$ cat config.mk
export PLATFORM = sky130hd
export DESIGN_NAME = decode_stage
export DESIGN_NICKNAME = d
export VERILOG_FILES = /design/src/rtl/decode_stage.sv
export SDC_FILE = /design/constraint.sdc
export NUM_CORES = 1
export LEC_CHECK = 0
export CAP_MARGIN = 40
export CELL_PAD_IN_SITES_DETAIL_PLACEMENT = 1
export CELL_PAD_IN_SITES_GLOBAL_PLACEMENT = 1
export CORE_MARGIN = 5
export CORE_UTILIZATION = 27
export DETAILED_ROUTE_END_ITERATION = 6
export GPL_ROUTABILITY_DRIVEN = 0
export GPL_TIMING_DRIVEN = 0
export PLACE_DENSITY = 0.75
export SYNTH_ARGS = -nofsm -noshare
export SYNTH_HDL_FRONTEND = slang
export SYNTH_SLANG_ARGS = --single-unit
export TNS_END_PERCENT = 50
$ cat constraint.sdc
create_clock -name clk -period 2.2 [get_ports clk]
set_input_delay 0.44 -clock clk [delete_from_list [all_inputs] [get_ports clk]]
set_output_delay 0.44 -clock clk [all_outputs]
set_load 0.03 [all_outputs]
$ cat src/rtl/decode_stage.sv
// RV32I/RV64I decode pipeline stage: one registered beat, valid/ready on both sides,
// with RV64 word ops, illegal-instruction flagging and a saturating illegal counter.
module decode_stage #(
  parameter int  XLEN     = 64,
  parameter bit  RV64     = 1'b1,
  parameter int  CNT_BITS = 16,
  localparam int ALU_TYPE_BITS = 4
) (
  input  logic                     clk,
  input  logic                     rst,
  input  logic                     flush,
  input  logic                     in_valid,
  output logic                     in_ready,
  input  logic [31:0]              in_instr,
  input  logic [XLEN-1:0]          in_pc,
  output logic                     out_valid,
  input  logic                     out_ready,
  output logic [XLEN-1:0]          out_pc,
  output logic [4:0]               out_rs1,
  output logic [4:0]               out_rs2,
  output logic [4:0]               out_rd,
  output logic [XLEN-1:0]          out_imm,
  output logic [ALU_TYPE_BITS-1:0] out_alu_op,
  output logic [2:0]               out_mem_mode,
  output logic                     out_mem_read,
  output logic                     out_mem_write,
  output logic                     out_reg_write,
  output logic                     out_is_word,
  output logic                     out_illegal,
  output logic [CNT_BITS-1:0]      illegal_cnt
);

  localparam logic [3:0] ALU_ADD     = 4'd0;
  localparam logic [3:0] ALU_SUB     = 4'd1;
  localparam logic [3:0] ALU_SHL     = 4'd2;
  localparam logic [3:0] ALU_SLT     = 4'd3;
  localparam logic [3:0] ALU_SLTU    = 4'd4;
  localparam logic [3:0] ALU_XOR     = 4'd5;
  localparam logic [3:0] ALU_SHR     = 4'd6;
  localparam logic [3:0] ALU_SHA     = 4'd7;
  localparam logic [3:0] ALU_OR      = 4'd8;
  localparam logic [3:0] ALU_AND     = 4'd9;
  localparam logic [3:0] ALU_SRC1    = 4'd10;
  localparam logic [3:0] ALU_INVALID = 4'd15;

  localparam logic [6:0] OPC_LUI     = 7'b0110111;
  localparam logic [6:0] OPC_AUIPC   = 7'b0010111;
  localparam logic [6:0] OPC_JAL     = 7'b1101111;
  localparam logic [6:0] OPC_JALR    = 7'b1100111;
  localparam logic [6:0] OPC_BRANCH  = 7'b1100011;
  localparam logic [6:0] OPC_LOAD    = 7'b0000011;
  localparam logic [6:0] OPC_STORE   = 7'b0100011;
  localparam logic [6:0] OPC_OP_IMM  = 7'b0010011;
  localparam logic [6:0] OPC_OP      = 7'b0110011;
  localparam logic [6:0] OPC_SYSTEM  = 7'b1110011;
  localparam logic [6:0] OPC_OP_IMM32 = 7'b0011011;
  localparam logic [6:0] OPC_OP32    = 7'b0111011;

  logic [6:0]  w_opcode;
  logic [2:0]  w_funct3;
  logic [6:0]  w_funct7;
  logic [5:0]  w_funct6;
  logic [63:0] w_imm_i;
  logic [63:0] w_imm_s;
  logic [63:0] w_imm_b;
  logic [63:0] w_imm_u;
  logic [63:0] w_imm_j;
  logic [63:0] w_imm;
  logic [3:0]  w_alu_op;
  logic        w_illegal;
  logic        w_reg_write;
  logic        w_mem_read;
  logic        w_mem_write;
  logic        w_is_word;
  logic        w_accept;

  logic                r_valid;
  logic [CNT_BITS-1:0] r_cnt;

  assign w_opcode = in_instr[6:0];
  assign w_funct3 = in_instr[14:12];
  assign w_funct7 = in_instr[31:25];
  assign w_funct6 = in_instr[31:26];

  assign w_imm_i = {{52{in_instr[31]}}, in_instr[31:20]};
  assign w_imm_s = {{52{in_instr[31]}}, in_instr[31:25], in_instr[11:7]};
  assign w_imm_b = {{51{in_instr[31]}}, in_instr[31], in_instr[7], in_instr[30:25],
                    in_instr[11:8], 1'b0};
  assign w_imm_u = {{32{in_instr[31]}}, in_instr[31:12], 12'b0};
  assign w_imm_j = {{43{in_instr[31]}}, in_instr[31], in_instr[19:12], in_instr[20],
                    in_instr[30:21], 1'b0};

  assign in_ready = !r_valid || out_ready;
  assign w_accept = in_valid && in_ready;

  always_comb begin
    w_alu_op    = ALU_INVALID;
    w_imm       = '0;
    w_illegal   = 1'b0;
    w_reg_write = 1'b0;
    w_mem_read  = 1'b0;
    w_mem_write = 1'b0;
    w_is_word   = 1'b0;
    unique case (w_opcode)
      OPC_LUI: begin
        w_reg_write = 1'b1;
        w_alu_op    = ALU_SRC1;
        w_imm       = w_imm_u;
      end
      OPC_AUIPC: begin
        w_reg_write = 1'b1;
        w_alu_op    = ALU_ADD;
        w_imm       = w_imm_u;
      end
      OPC_JAL: begin
        w_reg_write = 1'b1;
        w_imm       = w_imm_j;
      end
      OPC_JALR: begin
        w_reg_write = 1'b1;
        w_imm       = w_imm_i;
      end
      OPC_BRANCH: begin
        w_imm = w_imm_b;
        unique case (w_funct3)
          3'b000, 3'b001: w_alu_op = ALU_SUB;
          3'b100, 3'b101: w_alu_op = ALU_SLT;
          3'b110, 3'b111: w_alu_op = ALU_SLTU;
          default:        w_illegal = 1'b1;
        endcase
      end
      OPC_LOAD: begin
        w_reg_write = 1'b1;
        w_mem_read  = 1'b1;
        w_alu_op    = ALU_ADD;
        w_imm       = w_imm_i;
        w_illegal   = RV64 ? (w_funct3 == 3'b111)
                           : (w_funct3 == 3'b011 || w_funct3 >= 3'b110);
      end
      OPC_STORE: begin
        w_mem_write = 1'b1;
        w_alu_op    = ALU_ADD;
        w_imm       = w_imm_s;
        w_illegal   = RV64 ? w_funct3[2] : (w_funct3 >= 3'b011);
      end
      OPC_OP_IMM: begin
        w_reg_write = 1'b1;
        w_imm       = w_imm_i;
        unique case (w_funct3)
          3'b000: w_alu_op = ALU_ADD;
          3'b010: w_alu_op = ALU_SLT;
          3'b011: w_alu_op = ALU_SLTU;
          3'b100: w_alu_op = ALU_XOR;
          3'b110: w_alu_op = ALU_OR;
          3'b111: w_alu_op = ALU_AND;
          default: begin
            // RV64 shifts carry a 6-bit shamt, so only funct6 is checked there
            w_imm    = RV64 ? {58'b0, in_instr[25:20]} : {59'b0, in_instr[24:20]};
            w_alu_op = (w_funct3 == 3'b001) ? ALU_SHL : (in_instr[30] ? ALU_SHA : ALU_SHR);
            if (RV64)
              w_illegal = !(w_funct6 == 6'b000000 ||
                            (w_funct3 == 3'b101 && w_funct6 == 6'b010000));
            else
              w_illegal = !(w_funct7 == 7'b0000000 ||
                            (w_funct3 == 3'b101 && w_funct7 == 7'b0100000));
          end
        endcase
      end
      OPC_OP: begin
        w_reg_write = 1'b1;
        unique case (w_funct3)
          3'b000: w_alu_op = in_instr[30] ? ALU_SUB : ALU_ADD;
          3'b001: w_alu_op = ALU_SHL;
          3'b010: w_alu_op = ALU_SLT;
          3'b011: w_alu_op = ALU_SLTU;
          3'b100: w_alu_op = ALU_XOR;
          3'b101: w_alu_op = in_instr[30] ? ALU_SHA : ALU_SHR;
          3'b110: w_alu_op = ALU_OR;
          default: w_alu_op = ALU_AND;
        endcase
        w_illegal = !(w_funct7 == 7'b0000000 ||
                      (w_funct7 == 7'b0100000 && (w_funct3 == 3'b000 || w_funct3 == 3'b101)));
      end
      OPC_OP_IMM32: begin
        w_reg_write = 1'b1;
        w_is_word   = 1'b1;
        w_imm       = w_imm_i;
        unique case (w_funct3)
          3'b000: w_alu_op = ALU_ADD;
          3'b001: begin
            w_alu_op  = ALU_SHL;
            w_imm     = {59'b0, in_instr[24:20]};
            w_illegal = (w_funct7 != 7'b0000000);
          end
          3'b101: begin
            w_alu_op  = in_instr[30] ? ALU_SHA : ALU_SHR;
            w_imm     = {59'b0, in_instr[24:20]};
            w_illegal = !(w_funct7 == 7'b0000000 || w_funct7 == 7'b0100000);
          end
          default: w_illegal = 1'b1;
        endcase
        if (!RV64) w_illegal = 1'b1;
      end
      OPC_OP32: begin
        w_reg_write = 1'b1;
        w_is_word   = 1'b1;
        unique case (w_funct3)
          3'b000: begin
            w_alu_op  = in_instr[30] ? ALU_SUB : ALU_ADD;
            w_illegal = !(w_funct7 == 7'b0000000 || w_funct7 == 7'b0100000);
          end
          3'b001: begin
            w_alu_op  = ALU_SHL;
            w_illegal = (w_funct7 != 7'b0000000);
          end
          3'b101: begin
            w_alu_op  = in_instr[30] ? ALU_SHA : ALU_SHR;
            w_illegal = !(w_funct7 == 7'b0000000 || w_funct7 == 7'b0100000);
          end
          default: w_illegal = 1'b1;
        endcase
        if (!RV64) w_illegal = 1'b1;
      end
      OPC_SYSTEM: begin
        w_alu_op = ALU_INVALID;
      end
      default: w_illegal = 1'b1;
    endcase
    if (in_instr[1:0] != 2'b11) w_illegal = 1'b1;
    if (w_illegal) begin
      w_reg_write = 1'b0;
      w_mem_read  = 1'b0;
      w_mem_write = 1'b0;
      w_is_word   = 1'b0;
      w_alu_op    = ALU_INVALID;
    end
    if (in_instr[11:7] == 5'd0) w_reg_write = 1'b0;
  end

  always_ff @(posedge clk) begin
    if (rst) begin
      r_valid <= 1'b0;
    end else if (flush) begin
      r_valid <= 1'b0;
    end else if (in_ready) begin
      r_valid <= w_accept;
    end
  end

  always_ff @(posedge clk) begin
    if (rst) begin
      r_cnt <= '0;
    end else if (w_accept && !flush && w_illegal && !(&r_cnt)) begin
      r_cnt <= r_cnt + 1'b1;
    end
  end

  always_ff @(posedge clk) begin
    if (rst) begin
      out_pc        <= '0;
      out_rs1       <= '0;
      out_rs2       <= '0;
      out_rd        <= '0;
      out_imm       <= '0;
      out_alu_op    <= ALU_INVALID;
      out_mem_mode  <= '0;
      out_mem_read  <= 1'b0;
      out_mem_write <= 1'b0;
      out_reg_write <= 1'b0;
      out_is_word   <= 1'b0;
      out_illegal   <= 1'b0;
    end else if (w_accept) begin
      out_pc        <= in_pc;
      out_rs1       <= in_instr[19:15];
      out_rs2       <= in_instr[24:20];
      out_rd        <= in_instr[11:7];
      out_imm       <= w_imm[XLEN-1:0];
      out_alu_op    <= w_alu_op;
      out_mem_mode  <= w_funct3;
      out_mem_read  <= w_mem_read;
      out_mem_write <= w_mem_write;
      out_reg_write <= w_reg_write;
      out_is_word   <= w_is_word;
      out_illegal   <= w_illegal;
    end
  end

  assign out_valid   = r_valid;
  assign illegal_cnt = r_cnt;

endmodule
==> results of run 1 <==
[stage by stage]
stage | cells | hold WS (ns) | setup WS, ns
global placement | 1398 | 0.441 | -1.14
global route | 1451 | 0.272 | -0.0969
detailed placement | 1400 | 0.447 | -0.981
floorplan | 813 | 0.513 | -0.121
finish | 1451 | 0.278 | -0.0779
CTS | 1443 | 0.265 | -0.106
[report_power, final]
group          internal, W  switching, W  total (W)  leakage (nW)
Combinational     0.000480      0.000662    0.00114          2.62
Clock              0.00160       0.00129    0.00289         0.276
Sequential         0.00263     0.0000515    0.00268          1.15
Total              0.00471       0.00200    0.00671          4.05
[cell usage after synthesis, types with 4 or more instances]
master | count | area [sq um]
a22oi_1 | 12 | 90.1
buf_4 | 32 | 240
clkbuf_1 | 48 | 180
or4_1 | 7 | 52.6
inv_1 | 12 | 45.0
nor2_1 | 55 | 206
nand3_1 | 21 | 105
a21oi_1 | 125 | 626
nor2b_1 | 10 | 62.6
a211oi_1 | 4 | 30.0
nand2_1 | 203 | 762
dfxtp_1 | 140 | 2800
o21ai_0 | 30 | 150
ha_1 | 6 | 75.1
nor4_1 | 5 | 31.3
nor3_1 | 8 | 40.0
nand2b_1 | 4 | 25.0
a31oi_1 | 12 | 75.1
xor2_1 | 4 | 35.0
or3_1 | 6 | 37.5
buf_1 | 4 | 15.0
[kinds of logic (layout without fill, tap and decap cells)]
kind of cell             after synthesis  count (layout)  synth area share, %
buffers and inverters                102             427                 8.32
AND/OR/NAND/NOR                      343             343                 24.4
multiplexers                           6               6                 1.18
XOR/XNOR                               4               4                0.559
adder cells (fa/ha/maj)                6               6                 1.20
flip-flops                           140             140                 44.7
AO/OA/AOI/OAI                        212             212                 19.6
[tightest hold or removal path: stages]
cell	delay, ns
buf_8	0.09
a22oi_1	0.06
nor2_1	0.07
[metal layers]
metal  routed length (microns)  vias up  GRT usage (%)
li1                          -     3377              -
met1                     11500     3381           24.6
met2                     13400      240           34.3
met3                      2390       41           6.81
met4                       755        0           7.61
met5                         0        -              0
[cells in the final DEF, fill, tap and decap left out, types with 4 or more instances in the layout]
cell type,synthesis,layout
clkbuf_2,0,15
nor2_1,55,52
clkbuf_1,48,25
nand3_1,21,16
nand2_1,203,201
dlygate4sd2_1,0,28
ha_1,6,5
clkinv_4,0,4
dlymetal6s2s_1,0,4
buf_2,3,7
nor3_4,0,4
clkdlybuf4s50_1,0,224
nor2b_1,10,7
buf_6,2,8
xor2_1,4,4
a22oi_1,12,12
a21oi_1,125,123
or3_1,6,5
dfxtp_2,0,4
o21ai_0,30,29
a31oi_1,12,12
buf_4,32,57
or4_1,7,7
inv_1,12,10
inv_6,0,5
clkbuf_16,0,17
dfxtp_1,140,135
[how the worst max path moves through the flow]
| stage | startpoint | end | slack (ns) | cells after the start |
|---|---|---|---|---|
| 5_1_grt | in_instr[31] | illegal_cnt[15] | -0.1 | 10 |
| 3_3_place_gp | in_instr[5] | out_imm[13] | -1.14 | 9 |
| 4_1_cts | in_instr[31] | illegal_cnt[15] | -0.11 | 10 |
| 3_5_place_dp | out_ready | out_pc[44] | -0.98 | 7 |
| 2_1_floorplan | in_instr[31] | illegal_cnt[15] | -0.12 | 8 |
| 6_report | in_instr[31] | illegal_cnt[15] | -0.08 | 10 |
[state kept, by name, summed over array words and instances (netlist names)]
| signal | cells |
|---|---|
| illegal_cnt | 16 |
| out_reg_write | 1 |
| out_alu_op | 4 |
| out_is_word | 1 |
| out_rd | 5 |
| out_mem_write | 1 |
| out_pc | 64 |
| out_rs2 | 5 |
| out_mem_mode | 3 |
| out_mem_read | 1 |
| out_valid | 1 |
| out_rs1 | 5 |
| out_imm | 32 |
| out_illegal | 1 |
[timing repair]
| action | CTS | global route |
|---|---|---|
| pin swaps | 15 | 10 |
| resized for setup | 126 | 62 |
| gates cloned | 2 | 0 |
| endpoints found under the hold margin | 0 | 0 |
| setup endpoints to repair | 166 | 113 |
| buffers inserted | 12 | 8 |
[layout make-up]
cell class,count,share of cell area [%]
multi-input cells,571,30.9
repair buffers,295,27.5
flip-flops and latches,140,26.7
plain buffers,87,5.19
clock buffers,17,4.04
well taps,313,3.72
clock inverters,15,1.51
inverters,13,0.476
==> summary.txt, run 1 <==
Global route
  – Initial antenna violation count: 0
  – Largest net degree at the start of global routing: 26
  – Vias in the first global route: 7299
  – GRT Overall Usage: 20.5%
  – Grt total ovfl: 0
  – First-pass GRT wire length: between 40000 and 50000 microns

STA
  – Final hold vios: 0
  – Slack of the critical path: -0.0779 ns
  – RSZ-0062 raised after global routing: yes
  – Crit share post-route: 104%
  – F_max: about 440 MHz
  – Period minus WS final: 2.28 ns
  – Endpoints failing setup: 4
  – Actual slew at the worst max-slew pin: between 0.6 and 0.7 ns
  – Setup TNS: -0.222 ns
  – Slew Limit Headroom: a little over half
  – Clk_skew: about 0.011 ns
  – Slew Viols, Final: 0

Cells and area
  – Finished Cell Area: about 0.011 sq mm
  – Final-stage net count: 1232
  – Area grow syn2layout: 67.8%
  – Final Core Density: a little under half
  – Layout cells sized above 1: 16.8%
  – # fillers: ~2700
  – Storage element area: between 0.002 and 0.003 sq mm
  – Multi-input logic area: ~0.0032 sq mm
  – Antenna fix cells: 0

Clocking
  – TritonCTS clock tree: yes
  – H-tree lvl count: 4
  – CTS sink count: 140
  – CTS Buf Count: 17
  – Clock Latency Late Sink: between 0.4 and 0.5 ns
  – Clock edge transition at the registers on the reported setup and hold paths: 0.07 ns
  – CTS Buffer Depth: 2
  – Cts hold-fix bufs: 0
  – Root Buffer: clkbuf_16

Synth
  – Synth Net Count: between 900 and 1000
  – Synth Area per Inst: roughly 7.7 sq um
  – Primary FF master, synth: dfxtp_1
  – Post-synthesis instance area: around 0.0063 sq mm
  – Synth Register Bits: 140
  – EDFF count, synth: 0
  – Async S/R FF share, synth: 0%
  – Sequential area share after synthesis: between 40% and 50%
  – Synthesis Warnings: 0
  – Count of cell types in the netlist: slightly above 60
  – Post-Synthesis Cells: 813

Setup path
  – Crit-path cells: buf_8, or4_4, nor3_4, a21oi_2, or3_4, buf_6, o21ai_4, buf_6, nor4_4, mux2_4
  – Slowest Stage Delay on Critical Path: about 0.56 ns
  – Kind of critical path: input pin to flip-flop
  – Buf+Inv Stages, Crit Path: 3
  – Critical Path RT: 2.51 ns
  – CP max stage cell: or4_4
  – R2R depth: 9
  – Critical path launch point type: input pin
  – Worst R2R Start: illegal_cnt[0]
  – CP endpoint kind: flip-flop
  – Max FO, Critical Path: 5
  – Crit path max-delay family: simple AND/OR/NAND/NOR gates
  – R2r endpoint: illegal_cnt[15]
  – R2r setup slk: roughly 0.07 ns
  – CP arrival: ~2.6 ns
  – Crit-path most repeated cell: buf_6

Run
  – Max-cap violations: 0

Worst hold path
  – Hold endpoint: out_imm[62]
  – Hold path depth: 3
  – Hold Startpoint: in_instr[31]
  – Worst hold path class: input pin to flip-flop

Placement
  – PortBufs: ~270
  – DP HPWL: ~21000 microns
  – Placed Area: 0.00946 sq mm

Floorplan
  – IO Pins: roughly 270
  – Row cnt: between 50 and 60
  – Core area: roughly 0.023 sq mm
  – Die H: 162 microns
  – Die W: ~160 microns
  – Full die area: about 0.026 sq mm
  – Starting density of the core: between 20 and 30%

Routing
  – Wire per inst: roughly 19 microns
  – Drc violations: 0
  – Final antenna-violating net count: 0
  – Drt initial violations: ~400
  – DRT Pass-1 Iters: 4
  – Via count: 7039
  – Drt total wl: between 20000 and 30000 microns
  – Vias per inst: about 4.9

Power
  – Design Power: about 0.0067 W
  – Leak: a little over 4 nW
  – PD cells: ~640 mW/mm^2
  – Worst vdd ir: between 0.4 and 0.5 mV

Outcome
  – Run status: finished, violations left
  – Failing checks: setup timing
No activity file was read; power rests on OpenSTA's default activity.
==> run 2: changes to the inputs <==
CORE_UTILIZATION = 40   (was 27)
DONT_BUFFER_PORTS = 1   (was unset)
PLACE_DENSITY = 0.73   (was 0.75)
==> run 2 against run 1 <==
Net effect: the run now ends clean; die area shrank 31%; flip-flop and latch count unchanged; final area is 30% lower; total power shrank 5.7%; clock power rose by 2%; critical path depth is 4 lower; via count down 15%; critical endpoint is now illegal_cnt[14].
==> summary.txt, run 2 (synthesized netlist as in run 1, its figures left out) <==
Cells and area
  – Commonest non-fill, non-tap cell in the layout: nand2_1
  – Multi-input logic area: 0.00307 sq mm (-5.6%)
  – Storage element area: 0.00283 sq mm (+0.76%)
  – Antenna fix cells: 0 (unchanged)
  – Area grow syn2layout: 17.2%
  – Non-Filler Instances: 1059 (-27%)
  – Final Core Density: 48.0% (+1.8 points)
  – Most frequent cells in the layout: 202 x nand2_1, 128 x dfxtp_1, 125 x a21oi_1
  – Max reg flops: 64 (unchanged)
  – Layout cells sized above 1: 14.6% (-2.2 points)
  – Final-stage net count: 943 (-23%)
  – Biggest register: out_pc
  – # fillers: 1896 (-30%)

Power
  – Design Power: 0.00633 W (-5.7%)
  – Leak: 2.68 nW (-34%)
  – PD cells: 861 mW/mm^2 (+35%)
  – Worst vdd ir: 0.608 mV (+24%)

Setup path
  – Kind of critical path: flip-flop to flip-flop
  – Crit-path cells: nand4_1, nor3_2, nand3_2, or4_1, or3_1, a21oi_1
  – Worst R2R Start: illegal_cnt[4]
  – Cell count along the critical path: 6 (-4)
  – R2R depth: 6 (-3)
  – Critical path launch point type: flip-flop
  – R2r setup slk: 0.04 ns (-0.03 ns)
  – Slowest Stage Delay on Critical Path: 0.54 ns (-0.02 ns)
  – R2r endpoint: illegal_cnt[14]
  – CP arrival: 2.51 ns (-0.08 ns)
  – Max FO, Critical Path: 6 (+1)
  – Critical Path RT: 2.55 ns (+0.04 ns)
  – Buf+Inv Stages, Crit Path: 0 (-3)
  – CP max stage cell: or4_1
  – CP endpoint kind: flip-flop
  – Crit path max-delay family: simple AND/OR/NAND/NOR gates

Placement
  – Pre-CTS setup slack: -0.552 ns (+0.430 ns)
  – PortBufs: 0 (-100%)
  – Placed cells: 1026 (-27%)
  – DP HPWL: 17800 microns (-14%)

STA
  – Setup TNS: 0 ns (+0.222 ns)
  – Clk_skew: 0.00682 ns (-0.00427 ns)
  – F_max: 463 MHz (+5.4%)
  – Endpoints failing setup: 0 (-4)
  – Actual slew at the worst max-slew pin: 0.689 ns (+0.00304 ns)
  – Slew Viols, Final: 0 (unchanged)
  – RSZ-0062 raised after global routing: yes
  – Crit share post-route: 98.3% (-5.3 points)
  – Final hold vios: 0 (unchanged)
  – Period minus WS final: 2.16 ns (-0.116 ns)
  – Slew Limit Headroom: 54.0% (-0.20 points)
  – Slack of the critical path: 0.0382 ns (+0.116 ns)

Global route
  – Initial antenna violation count: 0 (unchanged)
  – Grt total ovfl: 0 (unchanged)
  – Vias in the first global route: 6053 (-17%)
  – First-pass GRT wire length: 34200 microns (-19%)
  – GRT Overall Usage: 24.1% (+3.6 points)
  – Largest net degree at the start of global routing: 31 (+19%)

Routing
  – DRT Pass-1 Iters: 5 (+1)
  – Drc violations: 0 (unchanged)
  – Wire per inst: 22.1 microns (+14%)
  – Drt total wl: 23400 microns (-17%)
  – Vias per inst: 5.66 (+17%)
  – Drt initial violations: 232 (-42%)
  – Via count: 5997 (-15%)
  – Final antenna-violating net count: 0 (unchanged)

Worst hold path
  – Hold Startpoint: flush
  – Hold path depth: 1 (-2)
  – Hold endpoint: out_valid
  – Worst hold path class: input pin to flip-flop

Floorplan
  – Full die area: 0.0183 sq mm (-31%)
  – Starting density of the core: 40.9% (+13 points)
  – Die W: 135 microns (-17%)
  – Row cnt: 45 (-18%)
  – Core area: 0.0153 sq mm (-33%)
  – IO Pins: 274 (unchanged)
  – Die H: 135 microns (-17%)

Clocking
  – Clock Latency Late Sink: 0.42 ns (about the same)
  – CTS Buffer Depth: 2 (unchanged)
  – TritonCTS clock tree: yes
  – Root Buffer: clkbuf_16
  – CTS sink count: 140 (unchanged)
  – CTS Buf Count: 17 (unchanged)
  – H-tree lvl count: 4 (unchanged)
  – Clock edge transition at the registers on the reported setup and hold paths: 0.06 ns (about the same)
  – Cts hold-fix bufs: 0 (unchanged)

Outcome
  – Run status: finished clean

Run
  – Max-cap violations: 0 (unchanged)
-- run 2: cell types whose count changed in the layout (fill, tap and decap cells not counted), sizes merged, moves of 3 or more --
cell           previous run  this run
buf                      78        45
clkbuf                   63        67
clkdlybuf4s50           224         0
clkinv                    6         3
dlygate4sd2              28         0
dlymetal6s2s              4         0
inv                      18        15
-- run 2: how the worst max path moves through the flow --
stage                       to  slack [ns]           start
6_report       illegal_cnt[14]        0.04  illegal_cnt[4]
5_1_grt        illegal_cnt[14]       -0.06  illegal_cnt[4]
4_1_cts        illegal_cnt[14]       0.003  illegal_cnt[9]
3_5_place_dp        out_imm[4]       -0.55       out_valid
3_3_place_gp     out_mem_write       -0.56       out_valid
2_1_floorplan  illegal_cnt[15]       -0.12    in_instr[31]
-- run 2: routing by layer --
metal,routed length [microns],global-route usage [%]
met1,8860,26.9
met3,2560,11.0
met2,11300,40.6
met4,620,8.73
met5,0,0
-- run 2: worst reg2reg max path: stages (launching register included) --
cell and delay, ns:
dfxtp_4 0.43, nand4_1 0.17, nor3_2 0.30, nand3_2 0.19, or4_1 0.54, or3_1 0.33, a21oi_1 0.14
-- run 2: cell type report --
cell class / count / share of cell area, %
multi-input combinational: 571 / 41.7
sequential: 140 / 38.5
buffer: 89 / 6.61
clock buffer: 19 / 6.03
tap: 211 / 3.59
clock inverter: 12 / 2.21
inverter: 13 / 0.664
timing repair buffer: 4 / 0.647
-- run 2: stage by stage --
| stage | hold WS (ns) | area (sq um) |
|---|---|---|
| floorplan | 0.513 | 6310 |
| finish | 0.0796 | 7350 |
| detailed placement | 0.516 | 6610 |
| global placement | 0.517 | 6570 |
| CTS | 0.0678 | 7290 |
| global route | 0.0677 | 7350 |
-- run 2: where the power goes --
group | internal [W] | leakage [nW] | switching, W
sequential | 0.00263 | 1.15 | 0.000265
combinational | 0.000142 | 1.24 | 0.000331
clock | 0.00182 | 0.284 | 0.00114
-- run 2: timing repair --
action                     CTS  global route
buffers inserted             2             0
setup endpoints to repair  129            19
gates resized for setup     29            17
cloned                       0             0
pin swaps                    2             2
